==> src/rtl/mult_pkg.sv <==
// Shared types and constants for the time-multiplexed multiplier controller.
package mult_pkg;

    localparam int MULT_WIDTH   = 16;
    localparam int MULT_LATENCY = 3;

    typedef struct packed {
        logic       valid;
        logic [2:0] id;
    } mult_tag_t;

    typedef enum logic [1:0] {
        RUN   = 2'd0,
        DRAIN = 2'd1,
        IDLE  = 2'd2
    } mult_state_e;

    function automatic int idx_width(input int n);
        return (n > 1) ? $clog2(n) : 1;
    endfunction

endpackage

==> src/rtl/rr_arbiter.sv <==
// Combinational round-robin arbiter: the search begins at ptr and wraps modulo NREQ.
module rr_arbiter
    import mult_pkg::*;
#(
    parameter  int NREQ = 4,
    localparam int IDW  = idx_width(NREQ)
) (
    input  logic [NREQ-1:0] req,
    input  logic [IDW-1:0]  ptr,
    output logic [NREQ-1:0] grant,
    output logic [IDW-1:0]  idx
);

    localparam logic [IDW:0] NREQ_W = (IDW + 1)'(NREQ);

    logic [IDW:0]   sum;
    logic [IDW-1:0] pos;
    logic           found;

    always_comb begin
        grant = '0;
        idx   = '0;
        found = 1'b0;
        sum   = '0;
        pos   = '0;
        for (int i = 0; i < NREQ; i++) begin
            sum = {1'b0, ptr} + (IDW + 1)'(i);
            if (sum >= NREQ_W) begin
                sum = sum - NREQ_W;
            end
            pos = sum[IDW-1:0];
            if (!found && req[pos]) begin
                found      = 1'b1;
                grant[pos] = 1'b1;
                idx        = pos;
            end
        end
    end

endmodule

==> src/rtl/mult_share_ctrl.sv <==
// Shares one fixed-latency pipelined multiplier between NREQ requesters, with a drain FSM.
// Optional perf counters (perf_issued, perf_idle) are enabled by defining MULT_SHARE_PERF_EN.
module mult_share_ctrl
    import mult_pkg::*;
#(
    parameter  int WIDTH   = MULT_WIDTH,
    parameter  int NREQ    = 4,
    parameter  int LATENCY = MULT_LATENCY,
    localparam int IDW     = idx_width(NREQ)
) (
    input  logic                    clk,
    input  logic                    rst,
    input  logic [NREQ-1:0]         req_valid,
    input  logic [NREQ*WIDTH-1:0]   req_a,
    input  logic [NREQ*WIDTH-1:0]   req_b,
    output logic [NREQ-1:0]         req_ready,
    output logic [NREQ-1:0]         rsp_valid,
    output logic [2*WIDTH-1:0]      rsp_y,
    output logic [WIDTH-1:0]        mul_a,
    output logic [WIDTH-1:0]        mul_b,
    input  logic [2*WIDTH-1:0]      mul_y,
    input  logic                    drain_req,
`ifdef MULT_SHARE_PERF_EN
    output logic [31:0]             perf_issued,
    output logic [31:0]             perf_idle,
`endif
    output logic                    drained
);

    mult_state_e    state;
    logic [IDW-1:0] ptr;
    logic [NREQ-1:0] arb_grant;
    logic [IDW-1:0] arb_idx;
    logic           issue_en;
    logic           issue;
    logic           pipe_busy;
    mult_tag_t      tags [0:LATENCY-1];

    rr_arbiter #(.NREQ(NREQ)) u_arb (
        .req   (req_valid),
        .ptr   (ptr),
        .grant (arb_grant),
        .idx   (arb_idx)
    );

    // Reset is folded in so no grant is ever offered while the controller is held in reset.
    assign issue_en  = (state == RUN) && !drain_req && !rst;
    assign req_ready = issue_en ? arb_grant : '0;
    assign issue     = |req_ready;

    always_comb begin
        mul_a = '0;
        mul_b = '0;
        for (int k = 0; k < NREQ; k++) begin
            if (req_ready[k]) begin
                mul_a = req_a[k*WIDTH +: WIDTH];
                mul_b = req_b[k*WIDTH +: WIDTH];
            end
        end
    end

    always_ff @(posedge clk or posedge rst) begin
        if (rst) begin
            ptr <= '0;
        end else if (issue) begin
            ptr <= (arb_idx == IDW'(NREQ - 1)) ? '0 : arb_idx + IDW'(1);
        end
    end

    // Tag pipeline mirrors the multiplier stages so each result meets its owner's id.
    always_ff @(posedge clk or posedge rst) begin
        if (rst) begin
            for (int i = 0; i < LATENCY; i++) begin
                tags[i] <= '0;
            end
        end else begin
            tags[0].valid <= issue;
            tags[0].id    <= 3'(arb_idx);
            for (int i = 1; i < LATENCY; i++) begin
                tags[i] <= tags[i-1];
            end
        end
    end

    always_comb begin
        pipe_busy = 1'b0;
        for (int i = 0; i < LATENCY; i++) begin
            pipe_busy = pipe_busy | tags[i].valid;
        end
    end

    assign rsp_valid = tags[LATENCY-1].valid ? (NREQ'(1) << tags[LATENCY-1].id) : '0;
    assign rsp_y     = mul_y;

    always_ff @(posedge clk or posedge rst) begin
        if (rst) begin
            state   <= RUN;
            drained <= 1'b0;
        end else begin
            case (state)
                RUN: begin
                    if (drain_req) begin
                        state <= DRAIN;
                    end
                end
                DRAIN: begin
                    if (!drain_req) begin
                        state <= RUN;
                    end else if (!pipe_busy) begin
                        state   <= IDLE;
                        drained <= 1'b1;
                    end
                end
                IDLE: begin
                    if (!drain_req) begin
                        state   <= RUN;
                        drained <= 1'b0;
                    end
                end
                default: begin
                    state   <= RUN;
                    drained <= 1'b0;
                end
            endcase
        end
    end

`ifdef MULT_SHARE_PERF_EN
    always_ff @(posedge clk or posedge rst) begin
        if (rst) begin
            perf_issued <= '0;
            perf_idle   <= '0;
        end else begin
            if (issue) begin
                perf_issued <= perf_issued + 32'd1;
            end
            if ((state == RUN) && !issue) begin
                perf_idle <= perf_idle + 32'd1;
            end
        end
    end
`else
    // Default build carries no performance counters.
`endif

endmodule

==> config.mk <==
export PLATFORM = sky130hd
export DESIGN_NAME = mult_share_ctrl
export DESIGN_NICKNAME = d
export VERILOG_FILES = /design/src/rtl/mult_pkg.sv /design/src/rtl/rr_arbiter.sv /design/src/rtl/mult_share_ctrl.sv
export SDC_FILE = /design/constraint.sdc
export NUM_CORES = 1
export LEC_CHECK = 0
export CAP_MARGIN = 10
export CORE_AREA = 2 2 94 96
export CTS_CLUSTER_DIAMETER = 50
export DETAILED_ROUTE_END_ITERATION = 7
export DIE_AREA = 0 0 96 98
export PLACE_DENSITY = 0.8
export SLEW_MARGIN = 25
export SYNTH_ARGS = -nofsm -noshare
export SYNTH_HDL_FRONTEND = slang
export SYNTH_SLANG_ARGS = --single-unit
==> constraint.sdc <==
create_clock -name clk -period 12.7 [get_ports clk]
set_clock_uncertainty 0.15 [all_clocks]
set_input_delay 3.175 -clock clk [delete_from_list [all_inputs] [get_ports clk]]
set_output_delay 3.175 -clock clk [all_outputs]
set_load 0.05 [all_outputs]
==> results.py <==
metrics = {
    "outcome": {
        "status": "finished clean",
    },
    "routing": {
        "wl_per_cell_um": 19.6,
        "totalWireLength_um": 9350,
        "vias": 2614,
        "first_pass_iters": 4,
        "top_layer": "met4",
        "routed-wl-met2_um": 5040,
        "m1WireLength_um": 3530,
        "post-route-drc-count": 0,
        "drtIter0Drc": 136,
        "ant_nets": 0,
        "met3WireLength_um": 714,
        "drt-vias-per-instance": 5.48,
    },
    "cts": {
        "postCtsSetupBuffers": 0,
        "cts.sinks": 14,
        "h-tree-depth": 1,
        "clk_latency_ns": 0.24,
        "ctsResizeCount": 0,
        "cts_tree": "built",
        "ctsLongestPathBuffers": 2,
        "cts_root_buf": "clkbuf_8",
        "hold_buffers": 0,
        "cts-buffers-inserted": 3,
        "path_clk_slew_ns": 0.05,
    },
    "final_layout": {
        "instances_no_fill": 477,
        "nets": 545,
        "drive_gt1_share_pct": 15.2,
        "area_delta_synth_final_pct": 70.2,
        "n_fill_cell": 805,
        "antenna_cells": 0,
    },
    "logic_synthesis": {
        "muxShareOfSynthArea_pct": 5.68,
        "ys_ff_latch": 14,
        "synthCells": 243,
        "synth_ff_type": "dfrtp_1",
        "synthArstFlopShare_pct": 100,
        "ys_warn_count": 0,
        "synth_fa_ha_area_share_pct": 3.90,
        "synth_area_um2": 2250,
        "synth.avg_cell_area_um2": 9.25,
        "synth_edf_count": 0,
        "synthXorXnorAreaFrac_pct": 0.779,
        "yosys.area_share.simple_pct": 12.1,
        "yosysSeqAreaShare_pct": 15.6,
        "synth_compound_area_share_pct": 43.1,
        "syn_nets": 417,
        "synthDistinctLibCells": 52,
        "synth_top_family_by_area": "compound AO/OA/AOI/OAI gates",
    },
    "pwr": {
        "pwr-share-seq_pct": 11.5,
        "peakVddDrop_mv": 0.0962,
        "power.share.combinational_pct": 84.3,
        "switching_share_pct": 54.0,
        "power_density_nw_per_um2": 214,
        "internal_power_w": 0.000376,
        "p_clk_share_pct": 4.2,
        "p_total_w": 0.000818,
        "power.switching_w": 0.000442,
        "leakage_nw": 1.44,
    },
    "timing": {
        "setup_ws_ns": 2.25,
        "period_share_pct": 82.3,
        "grt_setup_unrepaired": "false",
        "slew_headroom_pct": 53.5,
        "fmax_ghz": 0.0957,
        "slew_violations": 0,
        "finalSetupTns_ns": 0,
        "final-hold-violation-count": 0,
        "period_minus_slack_ns": 10.45,
        "setup_viol": 0,
        "tightest_slew_ns": 0.698,
    },
    "global_routing": {
        "grt-ovfl-total": 0,
        "antenna_found_initial": 0,
        "grt_first_pass_wirelength_um": 13100,
        "grt_usage_pct": 17.6,
        "grt_pass1_vias": 2502,
        "grt_max_degree": 36,
    },
    "hold_path": {
        "min_path_type": "register to register",
    },
    "floorplanning": {
        "die-width_um": 96,
        "start_util_pct": 26.6,
        "ios": 240,
        "die_area_um2": 9410,
        "core_area_um2": 8470,
        "die_h_um": 98,
        "num_rows": 34,
    },
    "worst_setup_path": {
        "max_stage_delay_ns": 0.71,
        "critPathMostFrequentCell": "clkdlybuf4s50_1",
        "setup.worst_path.end_class": "primary output",
        "worst-endpoint-required_ns": 9.38,
        "start_kind": "primary input",
        "cp.arrival_ns": 7.12,
        "worstSetupPathType": "primary input to primary output",
        "cp_slowest_cell": "clkdlybuf4s50_1",
        "path_cells": "clkdlybuf4s50_1, mux2_4, mux2i_4, mux2_2, o31ai_4, buf_4, nand2_2, o221a_2, clkdlybuf4s50_1",
        "path_max_fanout": 35,
    },
    "placed_design": {
        "place_ws_ns": 1.84,
        "numPlacedInstances": 474,
        "finalWeightedCongestion": 0.862,
        "dpl.hpwl_um": 7390,
        "io_buffers": 175,
    },
    "flow_run": {
        "max-cap-violations": 0,
    },
}
-- critical path, delay by kind of cell --
| kind | cells | cell delay [ns] |
|---|---|---|
| buffers and inverters | 3 | 1.75 |
| multiplexers | 3 | 1.04 |
| AO/OA/AOI/OAI | 2 | 0.66 |
| AND/OR/NAND/NOR | 1 | 0.48 |
-- power groups by stage --
stage | combinational [W] | sequential (W) | clock (W)
global placement | 0.000680 | 0.0000920 | 0
floorplan | 0.000529 | 0.0000828 | 0
detailed placement | 0.000690 | 0.0000942 | 0
global route | 0.000728 | 0.0000980 | 0.0000379
CTS | 0.000691 | 0.0000932 | 0.0000352
finish | 0.000690 | 0.0000938 | 0.0000343
-- registers in the layout, summed over array words and instances, names as in the netlist, named ones only --
signal,flops
ptr,1
tags,9
state,2
drained,1
-- per-layer routing --
layer  global-route usage [%]  up-vias
li1                         -     1214
met1                     19.2     1275
met2                     35.1      120
met3                     2.55        5
met4                     2.42        0
met5                        0        -
-- kinds of logic after synthesis --
kind of cell	Yosys count
compound gates	99
xor+xnor	2
fa+ha+maj	7
buf+inv	66
flops	14
mux	9
simple gates	46
-- synthesized netlist by cell type (2+ instances only) --
cell	number	area [um^2]
o21ai_0	3	15.0
a221o_1	33	330
xnor2_1	2	17.5
o221a_2	32	360
o22ai_1	2	12.5
mux2_4	2	30.0
mux2i_1	3	30.0
nor3_1	2	10.0
a32o_1	2	20.0
mux2_2	2	22.5
a221oi_2	2	30.0
nand2b_1	3	18.8
nor3b_1	4	30.0
and3_1	2	12.5
o21ai_1	3	15.0
ha_1	7	87.6
and3b_1	4	35.0
buf_4	33	248
a21oi_1	7	35.0
inv_1	10	37.5
buf_2	12	60.1
dfrtp_1	14	350
a221oi_1	2	17.5
buf_6	5	56.3
nor2_1	9	33.8
nand2_1	12	45.0
clkbuf_1	6	22.5
-- path summary, 6_finish.rpt --
check	cells after the start	slack [ns]	endpoint	start
max in group asynchronous	2	8.87	tags[4]	rst
max	9	2.25	mul_b[8]	req_valid[3]
min reg2reg	0	0.19	tags[0]	tags[4]
min	0	0.19	tags[0]	tags[4]
max reg2reg	9	8.76	register	register
min in group asynchronous	2	3.19	drained	rst
-- through the flow --
step / instance area (um^2) / hold slack, ns / utilization [%]
after floorplan: 2250 / 0.181 / -
after global placement: 3780 / 0.185 / 44.7
after detailed placement: 3780 / 0.185 / 44.7
after CTS: 3820 / 0.196 / 45.2
after global routing: 3830 / 0.200 / 45.2
final: 3830 / 0.195 / 45.2
-- cell type report --
class                   count  area [um^2]  area share [%]
clock buffers               3         41.3            1.08
inverters                  10         37.5           0.981
multi-input cells         163         1480            38.7
flip-flops and latches     14          350            9.16
well taps                 108          135            3.53
repair buffers            179         1780            46.6
-- placed cells by master (no fill, tap or decap), types with 2 or more instances in the layout --
master	n
and3b_1	4
a221oi_2	2
a21oi_1	7
clkdlybuf4s50_1	175
clkbuf_8	3
nand2b_1	3
ha_1	7
mux2_4	2
a221o_1	33
o22ai_1	2
a32o_1	2
o21ai_1	2
mux2i_1	3
nor3b_1	4
xnor2_1	2
buf_4	4
dfrtp_1	14
a221oi_1	2
o21ai_0	3
nor2_1	9
nand2_1	11
inv_1	10
nor3_1	2
mux2_2	2
o221a_2	32
and3_1	2
Note: power is estimated with default switching activity, not from simulation.
